[config.mk]
export PLATFORM = sky130hd
export DESIGN_NAME = if_fetch_unit
export DESIGN_NICKNAME = d
export VERILOG_FILES = /design/src/rtl/if_fetch_unit_pkg.sv /design/src/rtl/if_fetch_unit_fetch_buffer.sv /design/src/rtl/if_fetch_unit.sv
export SDC_FILE = /design/constraint.sdc
export NUM_CORES = 1
export LEC_CHECK = 0
export CAP_MARGIN = 20
export CORE_UTILIZATION = 48
export CTS_BUF_LIST = sky130_fd_sc_hd__clkbuf_8
export CTS_CLUSTER_DIAMETER = 100
export CTS_CLUSTER_SIZE = 16
export DETAILED_ROUTE_END_ITERATION = 12
export PLACE_DENSITY = 0.82
export SETUP_SLACK_MARGIN = 0.05
export SYNTH_ARGS = -nofsm -noshare
export SYNTH_HDL_FRONTEND = slang
export SYNTH_SLANG_ARGS = --single-unit
export TNS_END_PERCENT = 20
[constraint.sdc]
create_clock -name clk -period 6.75 [get_ports clk]
set_input_delay 1.0125 -clock clk [delete_from_list [all_inputs] [get_ports clk]]
set_output_delay 1.0125 -clock clk [all_outputs]
set_load 0.02 [all_outputs]
[src/rtl/if_fetch_unit_pkg.sv]
// Shared types and constants for the instruction-fetch stage.
// Latency: n/a (declarations only).
// Backpressure: n/a.
package if_fetch_unit_pkg;

  localparam int INSTR_WIDTH = 32;

  localparam logic [INSTR_WIDTH-1:0] RESET_PC_DEFAULT = 32'hBFC0_0000;

  // IDLE: nothing in flight; BUSY: one live response owed; DROP: one stale response owed
  typedef enum logic [1:0] {
    ST_IDLE = 2'd0,
    ST_BUSY = 2'd1,
    ST_DROP = 2'd2
  } fetch_state_e;

  // A new request may go out only if the buffered words plus the responses still
  // owed after this cycle leave room for one more word in the 2-entry buffer.
  function automatic logic credit_ok(input logic [1:0] occ_after, input logic owed_after);
    return ({1'b0, occ_after} + {2'b00, owed_after}) <= 3'd1;
  endfunction

endpackage

[src/rtl/if_fetch_unit_fetch_buffer.sv]
// 2-entry FIFO of {instr, pc} feeding the IF/ID register; head shown combinationally.
// Latency: a pushed entry is visible at the head the cycle after the push.
// Backpressure: none internally; the caller's credit check keeps it from overflowing.
module if_fetch_unit_fetch_buffer
  import if_fetch_unit_pkg::*;
#(
  parameter int WIDTH = INSTR_WIDTH
) (
  input  logic             clk,
  input  logic             rst,
  input  logic             flush,
  input  logic             push,
  input  logic [WIDTH-1:0] push_instr,
  input  logic [WIDTH-1:0] push_pc,
  input  logic             pop,
  output logic [1:0]       count,
  output logic             head_valid,
  output logic [WIDTH-1:0] head_instr,
  output logic [WIDTH-1:0] head_pc
);

  logic [WIDTH-1:0] instr_mem [0:1];
  logic [WIDTH-1:0] pc_mem    [0:1];
  logic             rd_ptr;
  logic             wr_ptr;
  logic [1:0]       cnt;
  logic [1:0]       cnt_d;
  logic             do_pop;
  logic             do_push;

  assign do_pop  = pop && (cnt != 2'd0);
  assign do_push = push && ((cnt != 2'd2) || do_pop);

  // Occupancy after this cycle's accepted push/pop
  always_comb begin
    cnt_d = cnt;
    case ({do_push, do_pop})
      2'b10:   cnt_d = cnt + 2'd1;
      2'b01:   cnt_d = cnt - 2'd1;
      default: cnt_d = cnt;
    endcase
  end

  // Pointers and count; flush empties the buffer and takes priority over push/pop
  always_ff @(posedge clk) begin
    if (rst || flush) begin
      rd_ptr <= 1'b0;
      wr_ptr <= 1'b0;
      cnt    <= 2'd0;
    end else begin
      if (do_pop)  rd_ptr <= ~rd_ptr;
      if (do_push) wr_ptr <= ~wr_ptr;
      cnt <= cnt_d;
    end
  end

  // Entry storage; contents are don't-care until counted as valid
  always_ff @(posedge clk) begin
    if (do_push && !flush && !rst) begin
      instr_mem[wr_ptr] <= push_instr;
      pc_mem[wr_ptr]    <= push_pc;
    end
  end

  assign count      = cnt;
  assign head_valid = (cnt != 2'd0);
  assign head_instr = head_valid ? instr_mem[rd_ptr] : '0;
  assign head_pc    = head_valid ? pc_mem[rd_ptr]    : '0;

endmodule

[src/rtl/if_fetch_unit.sv]
// Instruction fetch: owns the PC, issues imem requests, buffers responses for IF/ID.
// Latency: req at cycle 0, rvalid at 1, head valid at 2 with a zero-wait memory.
// Backpressure: stall_i holds the head; requests throttle on buffer credit, 1 in flight max.
module if_fetch_unit
  import if_fetch_unit_pkg::*;
#(
  parameter int               WIDTH    = INSTR_WIDTH,
  parameter logic [WIDTH-1:0] RESET_PC = RESET_PC_DEFAULT
) (
  input  logic             clk,
  input  logic             rst,
  input  logic             stall_i,
  input  logic             redirect_i,
  input  logic [WIDTH-1:0] redirect_pc_i,
  output logic             imem_req_o,
  output logic [WIDTH-1:0] imem_addr_o,
  input  logic             imem_gnt_i,
  input  logic             imem_rvalid_i,
  input  logic [WIDTH-1:0] imem_rdata_i,
  output logic [WIDTH-1:0] W_IF_instr_o,
  output logic [WIDTH-1:0] W_IF_PC_o,
  output logic             W_IF_valid_o
);

  fetch_state_e     state_q;
  fetch_state_e     state_d;
  logic [WIDTH-1:0] pc_q;
  logic [WIDTH-1:0] pc_d;
  logic [WIDTH-1:0] inflight_pc_q;

  logic [1:0]       buf_count;
  logic             buf_valid;
  logic             pop;
  logic             push;
  logic             owed_after;
  logic [1:0]       occ_after;
  logic             req;
  logic             gnt_acc;

  // Head leaves when IF/ID consumes it; a redirect flushes regardless
  assign pop  = buf_valid && !stall_i;

  // Only a response to a live (BUSY) request is kept, and never in a redirect cycle
  assign push = imem_rvalid_i && (state_q == ST_BUSY) && !redirect_i;

  // A response is still owed after this cycle if one is outstanding and did not arrive now
  assign owed_after = (state_q != ST_IDLE) && !imem_rvalid_i;

  // Buffer occupancy once this cycle's pop/push/flush have landed
  assign occ_after = redirect_i ? 2'd0
                   : (buf_count - {1'b0, pop} + {1'b0, push});

  // Request rule: never while a response is owed, never from DROP (not even as
  // the stale word lands), and only with room for the word it will bring back.
  // The request being issued is not itself counted against the credit.
  assign req     = !rst && (state_q != ST_DROP) && !owed_after
                && credit_ok(occ_after, owed_after);
  assign gnt_acc = req && imem_gnt_i;

  // Next-state and PC update; redirect overrides and parks the FSM in DROP if
  // any response (old or just granted) is still owed
  always_comb begin
    state_d = state_q;
    pc_d    = pc_q;
    case (state_q)
      ST_IDLE: if (gnt_acc) state_d = ST_BUSY;
      ST_BUSY: if (imem_rvalid_i) state_d = gnt_acc ? ST_BUSY : ST_IDLE;
      ST_DROP: if (imem_rvalid_i) state_d = ST_IDLE;
      default: state_d = ST_IDLE;
    endcase
    if (gnt_acc) pc_d = pc_q + WIDTH'(4);
    if (redirect_i) begin
      pc_d    = redirect_pc_i;
      state_d = (gnt_acc || owed_after) ? ST_DROP : ST_IDLE;
    end
  end

  // FSM and PC registers; in-flight PC tags the word when it returns
  always_ff @(posedge clk) begin
    if (rst) begin
      state_q       <= ST_IDLE;
      pc_q          <= RESET_PC;
      inflight_pc_q <= '0;
    end else begin
      state_q <= state_d;
      pc_q    <= pc_d;
      if (gnt_acc) inflight_pc_q <= pc_q;
    end
  end

  if_fetch_unit_fetch_buffer #(
    .WIDTH (WIDTH)
  ) u_buf (
    .clk        (clk),
    .rst        (rst),
    .flush      (redirect_i),
    .push       (push),
    .push_instr (imem_rdata_i),
    .push_pc    (inflight_pc_q),
    .pop        (pop),
    .count      (buf_count),
    .head_valid (buf_valid),
    .head_instr (W_IF_instr_o),
    .head_pc    (W_IF_PC_o)
  );

  assign W_IF_valid_o = buf_valid;
  assign imem_req_o   = req;
  assign imem_addr_o  = pc_q;

endmodule

==> flow_summary.json, run 1 <==
{
  "finalCriticalPeriod_ns": 5.029,
  "power_switching_mw": 0.5345,
  "combPwrFrac_pct": 7.2,
  "cp_max_fo": 19,
  "grt_pass1_wl_mm": 28.06,
  "swShare_pct": 23.55,
  "max-slew-margin-rel_pct": 35.55,
  "place_inst": 1038,
  "p_int_mw": 1.735,
  "antenna_found_initial": 0,
  "outcome": "finished, final reports clean",
  "cts-buffers-inserted": 17,
  "die_w_um": 132.0,
  "clock_latency_ns": 0.47,
  "start_kind": "input port",
  "layout_common_cells": "166 x clkdlybuf4s50_1, 128 x edfxtp_1, 100 x nor2_1",
  "start_util_pct": 49.06,
  "worstSetupEndpointType": "output pin",
  "worstSetupPathType": "in2out",
  "syn_nets": 756,
  "fin_nets": 912,
  "synthFlopType": "edfxtp_1",
  "antenna_cells": 0,
  "drive_gt1_share_pct": 6.103,
  "synth_seq_cells": 199,
  "instances_no_fill": 1072,
  "finalCritPeriodShare_pct": 74.50,
  "finClkSkew_ns": 0.01575,
  "syn_inst": 683,
  "drt_iter0_markers": 358,
  "h-tree-depth": 4,
  "syn_avg_cell_area_um2": 11.87,
  "dp_slack_ns": 1.735,
  "synth_cell_types": 46,
  "grt_max_degree": 67,
  "synth_edf_count": 128,
  "report.final.setup_viol": 0,
  "pwr-share-seq_pct": 59.2,
  "synth_mux_area_share_pct": 8.149,
  "clockBufferDepth": 2,
  "ioPinCount": 168,
  "rows": 47,
  "grtUsageTotal_pct": 20.75,
  "cts.sinks": 199,
  "ys_async_sr_fraction_pct": 0,
  "ctsResizeCount": 0,
  "vias_per_cell": 5.333,
  "num-fill-cells": 1255,
  "ys_top_cells_by_area": "edfxtp_1 47%, dfxtp_1 18%, mux2i_1 8.1%",
  "cellPowerDensity_nw_per_um2": 218.1,
  "ir_drop_uv": 118.3,
  "dp_hpwl_mm": 11.15,
  "yosys.area_share.simple_pct": 14.42,
  "drc": 0,
  "min_path_type": "reg2reg",
  "layout_commonest_cell": "clkdlybuf4s50_1",
  "drt_pass1_iterations": 5,
  "coreArea_um2": 16520,
  "final_util_pct": 62.97,
  "r2r_cells": 12,
  "wl_per_cell_um": 16.32,
  "cap_violations": 0,
  "gp_congestion": 0.8368,
  "worst_pin_slew_ns": 0.9667,
  "critPathRequiredTime_ns": 5.74,
  "root_buffer": "clkbuf_8",
  "yosys_warnings": 0,
  "grt_pass1_vias": 5497,
  "synth-xor-area-share_pct": 3.210,
  "worstPathArrival_ns": 4.02,
  "yosysTopAreaCell": "edfxtp_1",
  "leakage_nw": 3.382,
  "hold_violations": 0,
  "setup_ws_ns": 1.721,
  "syn_area_um2": 8107,
  "whs_ns": 0.4501,
  "antenna_left": 0,
  "vias": 5717,
  "synthToLayoutAreaGrowth_pct": 28.35,
  "post_cts_buffers": 0,
  "grt_overflow_total": 0,
  "synth-adder-area-share_pct": 0.4630,
  "die_h_um": 132.0,
  "p_total_mw": 2.269,
  "synth_top_family_by_area": "simple AND/OR/NAND/NOR gates",
  "cts_tree": "built",
  "clk_pin_slew_worst_paths_ns": 0.11,
  "io_buffers": 167,
  "min_path_cells": 0,
  "clockPowerShare_pct": 33.6,
  "wirelength_mm": 17.50,
  "die_area_um2": 17410,
  "postCtsHoldBufs": 0,
  "rsz0062_at_grt": "false",
  "slew_viol_final": 0,
  "fmax_mhz": 198.9,
  "synth_compound_area_share_pct": 6.143,
  "seq_area_frac_synth_pct": 64.95,
  "yosysTopAreaCellShare_pct": 47.41
}
[metrics by stage]
| stage | setup TNS, ns | area, µm² |
|---|---|---|
| 2_1_floorplan | -8.572 | 8112 |
| 3_3_place_gp | 0 | 9953 |
| 3_5_place_dp | 0 | 9953 |
| 4_1_cts | 0 | 10360 |
| 5_1_grt | 0 | 10410 |
| 6_report | 0 | 10410 |
[routing by layer]
| layer | part of all wire, % | GRT usage [%] |
|---|---|---|
| met3 | 5.9 | 4.152 |
| met5 | 0 | 0 |
| met4 | 1.8 | 7.623 |
| met1 | 46 | 28.29 |
| met2 | 47 | 32.98 |
[cell families (layout without fill, tap and decap cells)]
logic type,Yosys count,after routing
and+or+nand+nor,259,259
DFF,199,199
AOI/OAI and AO/OA,78,78
muxes,66,66
buffers and inverters,50,219
xor gates and xnor gates,28,28
adders and majority gates,3,3
[critical path, cell delays in order]
cell             delay, ns
clkdlybuf4s50_1       0.40
buf_4                 0.21
nor4b_2               0.65
ha_1                  0.26
xnor3_2               0.38
or2_2                 0.35
and4_1                0.20
clkdlybuf4s50_1       0.54
[cell usage after synthesis (4+ instances only)]
| cell type | n |
|---|---|
| a211oi_1 | 18 |
| a21oi_1 | 41 |
| and3_1 | 4 |
| and4_1 | 4 |
| buf_1 | 5 |
| buf_2 | 8 |
| buf_4 | 5 |
| clkbuf_1 | 21 |
| dfxtp_1 | 71 |
| edfxtp_1 | 128 |
| inv_1 | 10 |
| mux2i_1 | 66 |
| nand2_1 | 85 |
| nand3_1 | 9 |
| nand4_1 | 19 |
| nor2_1 | 101 |
| nor3_1 | 12 |
| nor4_1 | 7 |
| o21ai_0 | 6 |
| xnor2_1 | 10 |
| xor2_1 | 17 |
[registers in the layout, indices dropped and copies added, names as in the netlist, named ones only]
name / flops
u_buf.instr_mem: 64
u_buf.pc_mem: 64
imem_addr_o: 32
inflight_pc_q: 32
state_q: 2
u_buf.count: 2
u_buf.rd_ptr: 1
u_buf.wr_ptr: 1
[final cells by class]
cell class	count	area [µm²]	area share, %
sequential	199	5269	50.64
multi-input combinational	434	2649	25.46
tap	220	275.3	2.645
clock inverter	15	170.2	1.635
timing repair buffer	176	1767	16.98
clock buffer	17	234.0	2.249
inverter	11	41.29	0.3968
[path summary, 6_finish.rpt]
| kind | startpoint | endpoint | slack (ns) |
|---|---|---|---|
| worst max register to register | u_buf.count[1] | imem_addr_o[31] | 2.81 |
| worst max-delay path | redirect_i | imem_req_o | 1.72 |
| worst min-delay path | inflight_pc_q[12] | u_buf.pc_mem[0][12] | 0.45 |
| worst min register to register | inflight_pc_q[12] | u_buf.pc_mem[0][12] | 0.45 |
[power by group through the flow]
stage / clock [mW] / combinational, mW / sequential [mW]
floorplan: 0 / 0.0637 / 1.38
global placement: 0 / 0.157 / 1.37
detailed placement: 0 / 0.161 / 1.37
CTS: 0.781 / 0.162 / 1.34
global route: 0.824 / 0.177 / 1.35
finish: 0.763 / 0.164 / 1.34
Power figures use the tool's default switching activity.
==> run 2: changes to the inputs <==
==> constraint.sdc (replaced) <==
create_clock -name clk -period 4.1 [get_ports clk]
set_input_delay 0.615 -clock clk [delete_from_list [all_inputs] [get_ports clk]]
set_output_delay 0.615 -clock clk [all_outputs]
set_load 0.02 [all_outputs]
==> run 2 against run 1 <==
- design area up 0.22%
- clock skew down 0.0030 ns
- sequential power up 65%
- die area unchanged
- power up 64%
- wire length down 1.9%
- combinational power up 64%
- highest routed layer unchanged
==> flow_summary.json, run 2 (same netlist as run 1, synthesis figures left out) <==
{
  "outcome": "finished, final reports clean",
  "p_int_mw": 2.853,
  "multi_input_area_um2": 2655,
  "root_buffer": "clkbuf_8",
  "antenna_found_initial": 0,
  "coreArea_um2": 16520,
  "slew_viol_final": 0,
  "r2r_cells": 12,
  "cp_max_fo": 7,
  "place_area_um2": 10030,
  "cp-endpoint": "imem_req_o",
  "clock_latency_ns": 0.46,
  "leakage_nw": 3.393,
  "hold_start": "inflight_pc_q[23]",
  "finalCriticalPeriod_ns": 3.760,
  "cellPowerDensity_nw_per_um2": 356.4,
  "finClkSkew_ns": 0.01275,
  "cts-buffers-inserted": 17,
  "regArea_um2": 5269,
  "ioPinCount": 168,
  "cap_violations": 0,
  "pwr-share-seq_pct": 59.5,
  "drt_iter0_markers": 354,
  "setup_ws_ns": 0.3405,
  "postLayoutCellArea_um2": 10430,
  "io_buffers": 167,
  "grt_pass1_wl_mm": 27.01,
  "layout_common_cells": "166 x clkdlybuf4s50_1, 128 x edfxtp_1, 100 x nor2_1",
  "grt_max_degree": 66,
  "antenna_cells": 0,
  "report.final.setup_viol": 0,
  "fin_nets": 916,
  "rsz0062_at_grt": "false",
  "start_kind": "input port",
  "die_h_um": 132.0,
  "cts.sinks": 199,
  "hold_violations": 0,
  "p_total_mw": 3.716,
  "r2r_setup_slack_ns": 1.18,
  "synthToLayoutAreaGrowth_pct": 28.63,
  "worst_pin_slew_ns": 0.7471,
  "die_area_um2": 17410,
  "cp-startpoint": "stall_i",
  "top_regs": "u_buf.instr_mem: 64 flops, u_buf.pc_mem: 64 flops",
  "swShare_pct": 23.23,
  "post_cts_buffers": 0,
  "critPathRequiredTime_ns": 3.48,
  "r2r_start": "u_buf.count[1]",
  "finalCritPeriodShare_pct": 91.70,
  "gp_congestion": 0.8708,
  "power_switching_mw": 0.8633,
  "grtUsageTotal_pct": 19.89,
  "grt_pass1_vias": 5350,
  "vias": 5694,
  "die_w_um": 132.0,
  "worstPathArrival_ns": 3.14,
  "vias_per_cell": 5.292,
  "wirelength_mm": 17.16,
  "wl_per_cell_um": 15.95,
  "antenna_left": 0,
  "num-fill-cells": 1277,
  "grt_overflow_total": 0,
  "worstSetupPathType": "in2out",
  "h-tree-depth": 4,
  "ctsResizeCount": 0,
  "postCtsHoldBufs": 0,
  "dp_slack_ns": 0.3962,
  "clockPowerShare_pct": 33.3,
  "fmax_mhz": 266.0,
  "worstSetupEndpointType": "output pin",
  "ir_drop_uv": 223.1,
  "start_util_pct": 49.06,
  "min_path_type": "reg2reg",
  "layout_commonest_cell": "clkdlybuf4s50_1",
  "cts_tree": "built",
  "max-slew-margin-rel_pct": 50.19,
  "drt_pass1_iterations": 7,
  "dp_hpwl_mm": 11.42,
  "whs_ns": 0.4586,
  "combPwrFrac_pct": 7.2,
  "rows": 47,
  "r2r-end": "imem_addr_o[2]",
  "clockBufferDepth": 2,
  "drive_gt1_share_pct": 6.659,
  "drc": 0,
  "clk_pin_slew_worst_paths_ns": 0.10,
  "final_util_pct": 63.10
}
-- run 2: changes by cell type in the layout (fill, tap and decap cells not counted), sizes merged --
cell    change
buf         +4
clkinv      -1
inv         +1
-- run 2: worst max-delay path: stages --
cell             delay, ns
clkdlybuf4s50_1       0.52
nor2_1                0.25
ha_1                  0.28
inv_1                 0.06
ha_1                  0.14
xnor3_2               0.24
or2_2                 0.32
and4_1                0.19
clkdlybuf4s50_1       0.53
-- run 2: area by class of cell --
| cell class | instances | share of cell area (%) |
|---|---|---|
| clock buffer | 17 | 2.244 |
| clock inverter | 15 | 1.572 |
| inverter | 11 | 0.3960 |
| multi-input combinational | 434 | 25.46 |
| sequential | 199 | 50.53 |
| tap | 220 | 2.640 |
| timing repair buffer | 180 | 17.16 |
-- run 2: metal layers --
| metal | up-vias | wire, µm | GRT usage (%) |
|---|---|---|---|
| li1 | 2772 | - | - |
| met1 | 2681 | 7560 | 26.69 |
| met2 | 214 | 8065 | 32.04 |
| met3 | 27 | 1271 | 4.344 |
| met4 | 0 | 263 | 6.848 |
| met5 | - | 0 | 0 |
-- run 2: how the worst min path moves through the flow --
stage                          endpoint  slack, ns  cells after the start
global route          inflight_pc_q[27]       0.45                      2
floorplan            u_buf.pc_mem[0][0]       0.43                      0
finish              u_buf.pc_mem[1][23]       0.46                      0
detailed placement  u_buf.pc_mem[1][24]       0.44                      0
global placement    u_buf.pc_mem[0][23]       0.43                      0
CTS                   inflight_pc_q[27]       0.44                      2
-- run 2: power by group through the flow --
stage | sequential (mW) | combinational [mW] | clock, mW
floorplan | 2.27 | 0.105 | 0
global placement | 2.25 | 0.261 | 0
detailed placement | 2.26 | 0.267 | 0
CTS | 2.21 | 0.269 | 1.26
global route | 2.22 | 0.290 | 1.33
finish | 2.21 | 0.269 | 1.24
-- run 2: through the flow --
stage / cells / setup TNS, ns
after detailed placement: 1044 / 0
after global routing: 1076 / 0
after CTS: 1076 / 0
final: 1076 / 0
after global placement: 1044 / 0
after floorplan: 683 / -29.35
